**src/rtl/mdu_iter_pkg.sv**
```systemverilog
// Shared encodings for the iterative multiply/divide unit: op codes, FSM states,
// the divide-by-zero LO value and small sign helpers.
package mdu_iter_pkg;

  localparam int unsigned XLEN = 32;

  typedef enum logic [1:0] {
    OP_MULT  = 2'b00,
    OP_MULTU = 2'b01,
    OP_DIV   = 2'b10,
    OP_DIVU  = 2'b11
  } op_e;

  typedef enum logic [1:0] {
    IDLE = 2'b00,
    MUL  = 2'b01,
    DIV  = 2'b10,
    DONE = 2'b11
  } state_e;

  localparam logic [XLEN-1:0] DIV_ZERO_LO = '1;

  function automatic logic is_signed_op(op_e op);
    return (op == OP_MULT) || (op == OP_DIV);
  endfunction

  function automatic logic is_div_op(op_e op);
    return (op == OP_DIV) || (op == OP_DIVU);
  endfunction

  // Two's-complement magnitude; the most negative value maps onto itself, which
  // is the correct unsigned magnitude.
  function automatic logic [XLEN-1:0] abs_val(logic [XLEN-1:0] v, logic sgn);
    return (sgn && v[XLEN-1]) ? -v : v;
  endfunction

endpackage

```
**src/rtl/div_core.sv**
```systemverilog
// Restoring shift-subtract divider on unsigned magnitudes: WIDTH iterations,
// one per cycle, with a done pulse during the final iteration.
module div_core #(
  parameter int unsigned WIDTH = 32
) (
  input  logic             clk,
  input  logic             rst,
  input  logic             start,
  input  logic             abort,
  input  logic [WIDTH-1:0] dividend,
  input  logic [WIDTH-1:0] divisor,
  output logic [WIDTH-1:0] quotient,
  output logic [WIDTH-1:0] remainder,
  output logic             done
);

  localparam int unsigned CNT_W = $clog2(WIDTH);

  logic             busy_q, busy_d;
  logic [CNT_W-1:0] cnt_q, cnt_d;
  logic [WIDTH-1:0] rem_q, rem_d;
  logic [WIDTH-1:0] quo_q, quo_d;
  logic [WIDTH-1:0] dsr_q, dsr_d;

  logic [WIDTH+1:0] trial;
  logic             fits;
  logic [WIDTH-1:0] rem_step;
  logic [WIDTH-1:0] quo_step;
  logic             last;

  // Partial remainder stays below the divisor, so WIDTH+2 bits hold the shifted
  // trial value plus a clean borrow bit.
  always_comb begin
    trial    = {1'b0, rem_q, quo_q[WIDTH-1]} - {2'b00, dsr_q};
    fits     = ~trial[WIDTH+1];
    rem_step = fits ? trial[WIDTH-1:0] : {rem_q[WIDTH-2:0], quo_q[WIDTH-1]};
    quo_step = {quo_q[WIDTH-2:0], fits};
    last     = busy_q && (cnt_q == CNT_W'(WIDTH - 1));
  end

  // NOTE: every always_comb output gets a default before any branch, otherwise
  // an unassigned path infers a latch.
  always_comb begin
    busy_d = busy_q;
    cnt_d  = cnt_q;
    rem_d  = rem_q;
    quo_d  = quo_q;
    dsr_d  = dsr_q;
    if (start) begin
      busy_d = 1'b1;
      cnt_d  = '0;
      rem_d  = '0;
      quo_d  = dividend;
      dsr_d  = divisor;
    end else if (abort) begin
      busy_d = 1'b0;
      cnt_d  = '0;
    end else if (busy_q) begin
      rem_d = rem_step;
      quo_d = quo_step;
      cnt_d = cnt_q + CNT_W'(1);
      if (last) busy_d = 1'b0;
    end
  end

  // NOTE: state registers use non-blocking assignments so every flop samples
  // its pre-edge value regardless of statement order.
  always_ff @(posedge clk) begin
    if (rst) begin
      busy_q <= 1'b0;
      cnt_q  <= '0;
      rem_q  <= '0;
      quo_q  <= '0;
      dsr_q  <= '0;
    end else begin
      busy_q <= busy_d;
      cnt_q  <= cnt_d;
      rem_q  <= rem_d;
      quo_q  <= quo_d;
      dsr_q  <= dsr_d;
    end
  end

  assign quotient  = quo_step;
  assign remainder = rem_step;
  assign done      = last;

endmodule

```
**src/rtl/mdu_iter.sv**
```systemverilog
// EX-stage multiply/divide unit feeding the HI/LO pair: single-cycle registered
// product, 32-cycle restoring divide, one-cycle write strobe, pipeline stall.
module mdu_iter
  import mdu_iter_pkg::*;
#(
  parameter int unsigned WIDTH = 32
) (
  input  logic             cpu_clk_75M,
  input  logic             cpu_rst,
  input  logic             start_i,
  input  logic [1:0]       op_i,
  input  logic [WIDTH-1:0] src_a_i,
  input  logic [WIDTH-1:0] src_b_i,
  input  logic             annul_i,
  output logic             stall_o,
  output logic             hilo_we_o,
  output logic [WIDTH-1:0] hi_o,
  output logic [WIDTH-1:0] lo_o
);

  state_e           state_q, state_d;
  op_e              op_q, op_d;
  logic [WIDTH-1:0] a_q, a_d;
  logic [WIDTH-1:0] b_q, b_d;
  logic [WIDTH-1:0] hi_q, hi_d;
  logic [WIDTH-1:0] lo_q, lo_d;

  op_e              op_in;
  logic             sgn_in;
  logic             accept;
  logic             div_start;
  logic             div_abort;
  logic [WIDTH-1:0] mag_a, mag_b;
  logic [WIDTH-1:0] div_quo, div_rem;
  logic             div_done;

  logic               sgn_q;
  logic [2*WIDTH-1:0] ext_a, ext_b, product;
  logic               q_neg, r_neg, div_by_zero;
  logic [WIDTH-1:0]   quo_fix, rem_fix;

  assign op_in     = op_e'(op_i);
  assign sgn_in    = is_signed_op(op_in);
  assign accept    = (state_q == IDLE) && start_i && !annul_i;
  assign div_start = accept && is_div_op(op_in);
  assign div_abort = (state_q == DIV) && annul_i;
  assign mag_a     = abs_val(src_a_i, sgn_in);
  assign mag_b     = abs_val(src_b_i, sgn_in);

  div_core #(.WIDTH(WIDTH)) u_div_core (
    .clk       (cpu_clk_75M),
    .rst       (cpu_rst),
    .start     (div_start),
    .abort     (div_abort),
    .dividend  (mag_a),
    .divisor   (mag_b),
    .quotient  (div_quo),
    .remainder (div_rem),
    .done      (div_done)
  );

  // Sign-extending to 2*WIDTH lets one truncated multiply serve both MULT and MULTU.
  assign sgn_q   = is_signed_op(op_q);
  assign ext_a   = {{WIDTH{sgn_q & a_q[WIDTH-1]}}, a_q};
  assign ext_b   = {{WIDTH{sgn_q & b_q[WIDTH-1]}}, b_q};
  assign product = ext_a * ext_b;

  assign q_neg       = sgn_q & (a_q[WIDTH-1] ^ b_q[WIDTH-1]);
  assign r_neg       = sgn_q & a_q[WIDTH-1];
  assign div_by_zero = (b_q == '0);
  assign quo_fix     = q_neg ? -div_quo : div_quo;
  assign rem_fix     = r_neg ? -div_rem : div_rem;

  always_comb begin
    state_d   = state_q;
    op_d      = op_q;
    a_d       = a_q;
    b_d       = b_q;
    hi_d      = hi_q;
    lo_d      = lo_q;
    stall_o   = 1'b0;
    hilo_we_o = 1'b0;
    unique case (state_q)
      IDLE: begin
        if (accept) begin
          stall_o = 1'b1;
          op_d    = op_in;
          a_d     = src_a_i;
          b_d     = src_b_i;
          state_d = is_div_op(op_in) ? DIV : MUL;
        end
      end
      MUL: begin
        stall_o = 1'b1;
        if (annul_i) begin
          state_d = IDLE;
        end else begin
          hi_d    = product[2*WIDTH-1:WIDTH];
          lo_d    = product[WIDTH-1:0];
          state_d = DONE;
        end
      end
      DIV: begin
        stall_o = 1'b1;
        if (annul_i) begin
          state_d = IDLE;
        end else if (div_done) begin
          // Divide by zero reports the raw dividend, not the magnitude.
          hi_d    = div_by_zero ? a_q : rem_fix;
          lo_d    = div_by_zero ? DIV_ZERO_LO : quo_fix;
          state_d = DONE;
        end
      end
      DONE: begin
        hilo_we_o = !annul_i;
        state_d   = IDLE;
      end
      default: state_d = IDLE;
    endcase
  end

  always_ff @(posedge cpu_clk_75M) begin
    if (cpu_rst) begin
      state_q <= IDLE;
      op_q    <= OP_MULT;
      a_q     <= '0;
      b_q     <= '0;
      hi_q    <= '0;
      lo_q    <= '0;
    end else begin
      state_q <= state_d;
      op_q    <= op_d;
      a_q     <= a_d;
      b_q     <= b_d;
      hi_q    <= hi_d;
      lo_q    <= lo_d;
    end
  end

  assign hi_o = hi_q;
  assign lo_o = lo_q;

endmodule

```
**config.mk**
```make
export PLATFORM = sky130hd
export DESIGN_NAME = mdu_iter
export DESIGN_NICKNAME = d
export VERILOG_FILES = /design/src/rtl/mdu_iter_pkg.sv /design/src/rtl/div_core.sv /design/src/rtl/mdu_iter.sv
export SDC_FILE = /design/constraint.sdc
export NUM_CORES = 2
export LEC_CHECK = 0
export BUFFER_PORTS_ARGS = -buffer_cell sky130_fd_sc_hd__buf_2
export CORE_ASPECT_RATIO = 0.5
export CORE_MARGIN = 10
export CORE_UTILIZATION = 50
export CTS_CLUSTER_DIAMETER = 80
export CTS_CLUSTER_SIZE = 40
export DETAILED_ROUTE_END_ITERATION = 6
export GPL_ROUTABILITY_DRIVEN = 0
export PLACE_DENSITY = 0.66
export SETUP_SLACK_MARGIN = 0.15
export SYNTH_ARGS = -nofsm -noshare
export SYNTH_HDL_FRONTEND = slang
export SYNTH_SLANG_ARGS = --single-unit
export TNS_END_PERCENT = 10
```
**constraint.sdc**
```tcl
create_clock -name cpu_clk_75M -period 11.3 [get_ports cpu_clk_75M]
set_input_delay 1.13 -clock cpu_clk_75M [delete_from_list [all_inputs] [get_ports cpu_clk_75M]]
set_output_delay 1.13 -clock cpu_clk_75M [all_outputs]
set_load 0.02 [all_outputs]
```
==> impl_results.md <==
- CP endpoint kind: register
- Layout cell share with drive strength beyond 1: 5.69%
- Async SR Flop Fraction: 0%
- Required time of the critical path: 11850 ps
- Int Pwr: 0.00273 W
- Final Slew Violations: 0
- Cells after synthesis: 6172
- Total GRT Usage: 29.0%
- Synth warnings: 0
- Final #Nets: 7488
- GR Overflow Total: 0
- DIE WIDTH: 479 µm
- Final setup violation count: 0
- Startpoint types: register
- Switching part of the total: 56.4%
- WP buf/inv: 6
- Placed Cells: 7430
- I/O pin count: 136
- Syn avg cell area: 8.53 µm²
- Initial Utilization: 50.2%
- Area delta synth->final: 5.00%
- CTS tree: built
- Iter 0 DRT Violations: 4414
- Final worst path period share: 89.6%
- Flops & latches, synth: 233
- Setup CP Type: register to register
- Fillcell total: 9724
- Area leader, netlist: fa_1
- Mapped cell area: 0.0527 mm²
- Worst skew pair latency: 670 ps
- Crit path max-delay family: adder cells
- Sequential group share of total power: 18.1%
- Worst-margin pin slew: 1370 ps
- Final wirelength: 174000 µm
- CTS resizes: 0
- Worst-path clk slew: 120 ps
- Synth top area share: 42.8%
- Status: complete, but fails checks
- Critical Path Stages: 29
- Slowest cell on crit path: a221oi_1
- VDD IR-drop max: 0.160 mV
- Fmax: 98.8 MHz
- Failing checks: design-rule violations
- Most frequent CP cell: fa_1
- Final Hold Viols: 0
- Worst R2R End: hi_o[28]
- Pin count of the biggest net entering global routing: 88
- Dominant synthesized flop cell: dfxtp_1
- Post-route ant nets: 0
- R2r startpoint: a_q[31]
- Number of global-route vias before repair: 45000
- Die Height: 249 µm
- Reg2reg path depth: 29
- Worst path max stage delay: 670 ps
- Power density over the cells: 113 mW/mm²
- Most common cell after layout, fill and taps aside: inv_1
- Synth area leaders: fa_1 43%, dfxtp_1 8.9%, inv_1 8.5%
- Via-per-instance ratio: 5.77
- IO Port Bufs: 135
- Sw power: 0.00354 W
- Number of remaining DRC errors: 14
- Core ar.: 0.105 mm²
- Initial DRT Pass Iterations: 7
- Antenna violations before repair: 8
- Clk_skew: 83.0 ps
- Post-DP HPWL: 140000 µm
- Worst Path Arrival: 10670 ps
- Hold buffers post-CTS: 0
- Max transition margin: 8.59%
- Die footprint: 0.119 mm²
- Commonest cells after routing, fill and taps aside: 1189 x inv_1, 1126 x fa_1, 1064 x nand2_1, 371 x and2_1, 259 x nor2_1
- Row cnt: 84
- Crit Path Max Fanout: 36
- Number of synthesized flops with an enable pin: 0
- H-tree depth: 1
- R2R Setup Slk: 1180 ps
- Clk buf depth: 3
- Drt wl/cell: 23.3 µm
- Min Tclk post-route: 10120 ps
- Clk sinks: 233
- Logic pwr share: 66.3%
- Unrepaired setup endpoints after global routing: no
- Non-Filler Instances: 7472
- First-pass GRT wire length: 270000 µm
- Worst setup path startpoint: a_q[31]
- Clock power share: 15.7%
- Syn nets: 7625
- Setup TNS Final: 0 ps
- Critical path endpoint: hi_o[28]
- Num CTS Buffers: 22
- Postcts setup bufs: 0
- Netlist cell types: 96
- Vias: 43100
- Min-Delay Path Class: register to register
- Number of max-cap violations: 0
- Register area share after synthesis: 8.86%
- Clock Tree Root: clkbuf_16
- P_leak: 25.9 nW
cell usage after synthesis (38+ instances only):
cell type,instances
a211oi_1,79
a21oi_1,258
a311oi_1,43
and2_1,373
clkbuf_1,375
dfxtp_1,233
fa_1,1126
ha_1,257
inv_1,1189
nand2_1,1065
nand3_1,38
nor2_1,260
nor3_1,54
o21ai_0,106
xnor2_1,127
xor2_1,89
through the flow:
stage / power [W] / instance area (µm²) / setup WS (ps) / hold slack, ps / utilization (%)
finish: 0.00627 / 55300 / 1180 / 457 / 52.8
floorplan: 0.00384 / 52700 / 2040 / 436 / -
global route: 0.00663 / 55300 / 743 / 473 / 52.8
CTS: 0.00614 / 55300 / 1280 / 457 / 52.8
global placement: 0.00506 / 54300 / 1590 / 442 / 51.8
detailed placement: 0.00512 / 54300 / 1330 / 443 / 51.8
routing by layer:
metal  up-vias  share of wire (%)  global-route usage (%)
li1      18500                  -                       -
met1     21700                 40                    39.6
met2      2481                 42                    42.3
met3       406                 14                    10.5
met4         6                4.1                    9.79
met5         -               0.27                    2.90
power groups by stage:
stage	combinational [W]	sequential, W	clock (W)
floorplan	0.00281	0.00103	0
detailed placement	0.00398	0.00114	0
CTS	0.00402	0.00112	0.000993
global route	0.00447	0.00114	0.00102
global placement	0.00392	0.00113	0
finish	0.00416	0.00113	0.000982
tightest hold or removal path, stage by stage, from the launching register on:
cell     delay (ps)
dfxtp_1         300
nand2_1          50
a21oi_1          60
how the worst min path moves through the flow:
stage                               from              endpoint  slack [ps]  depth (start not counted)
floorplan           u_div_core.dsr_q[31]  u_div_core.dsr_q[31]         440                          2
global placement                 hi_o[1]               hi_o[1]         440                          2
detailed placement               lo_o[2]               lo_o[2]         440                          2
CTS                             lo_o[22]              lo_o[22]         460                          2
global route                    lo_o[22]              lo_o[22]         470                          2
finish                          lo_o[22]              lo_o[22]         460                          2
state kept, by name, summed over array words and instances (netlist names):
signal and count:
a_q 32, b_q 32, hi_o 32, lo_o 32
u_div_core.dsr_q 32, u_div_core.quo_q 32, u_div_core.rem_q 32, u_div_core.cnt_q 5
state_q 2, op_q 1, u_div_core.busy_q 1
cells by family (layout without fill, tap and decap cells):
logic type / after synthesis / after routing / share of synthesized area (%)
DFF: 233 / 233 / 8.86
buffers and inverters: 1592 / 1471 / 11.6
AOI/OAI and AO/OA: 740 / 740 / 9.25
adders and majority gates: 1383 / 1383 / 48.9
muxes: 33 / 33 / 0.637
and+or+nand+nor: 1975 / 1975 / 17.1
xor gates and xnor gates: 216 / 216 / 3.59
other: 0 / 2 / 0
final cells by class:
class	instances	area [µm²]	share of cell area, %
sequential	233	4670	8.44
multi-input combinational	4347	41900	75.8
antenna	2	5.00	0.00905
timing repair buffer	242	1500	2.71
tap	1419	1780	3.21
clock inverter	16	382	0.690
clock buffer	24	578	1.05
inverter	1189	4460	8.07
Power figures use the tool's default switching activity.
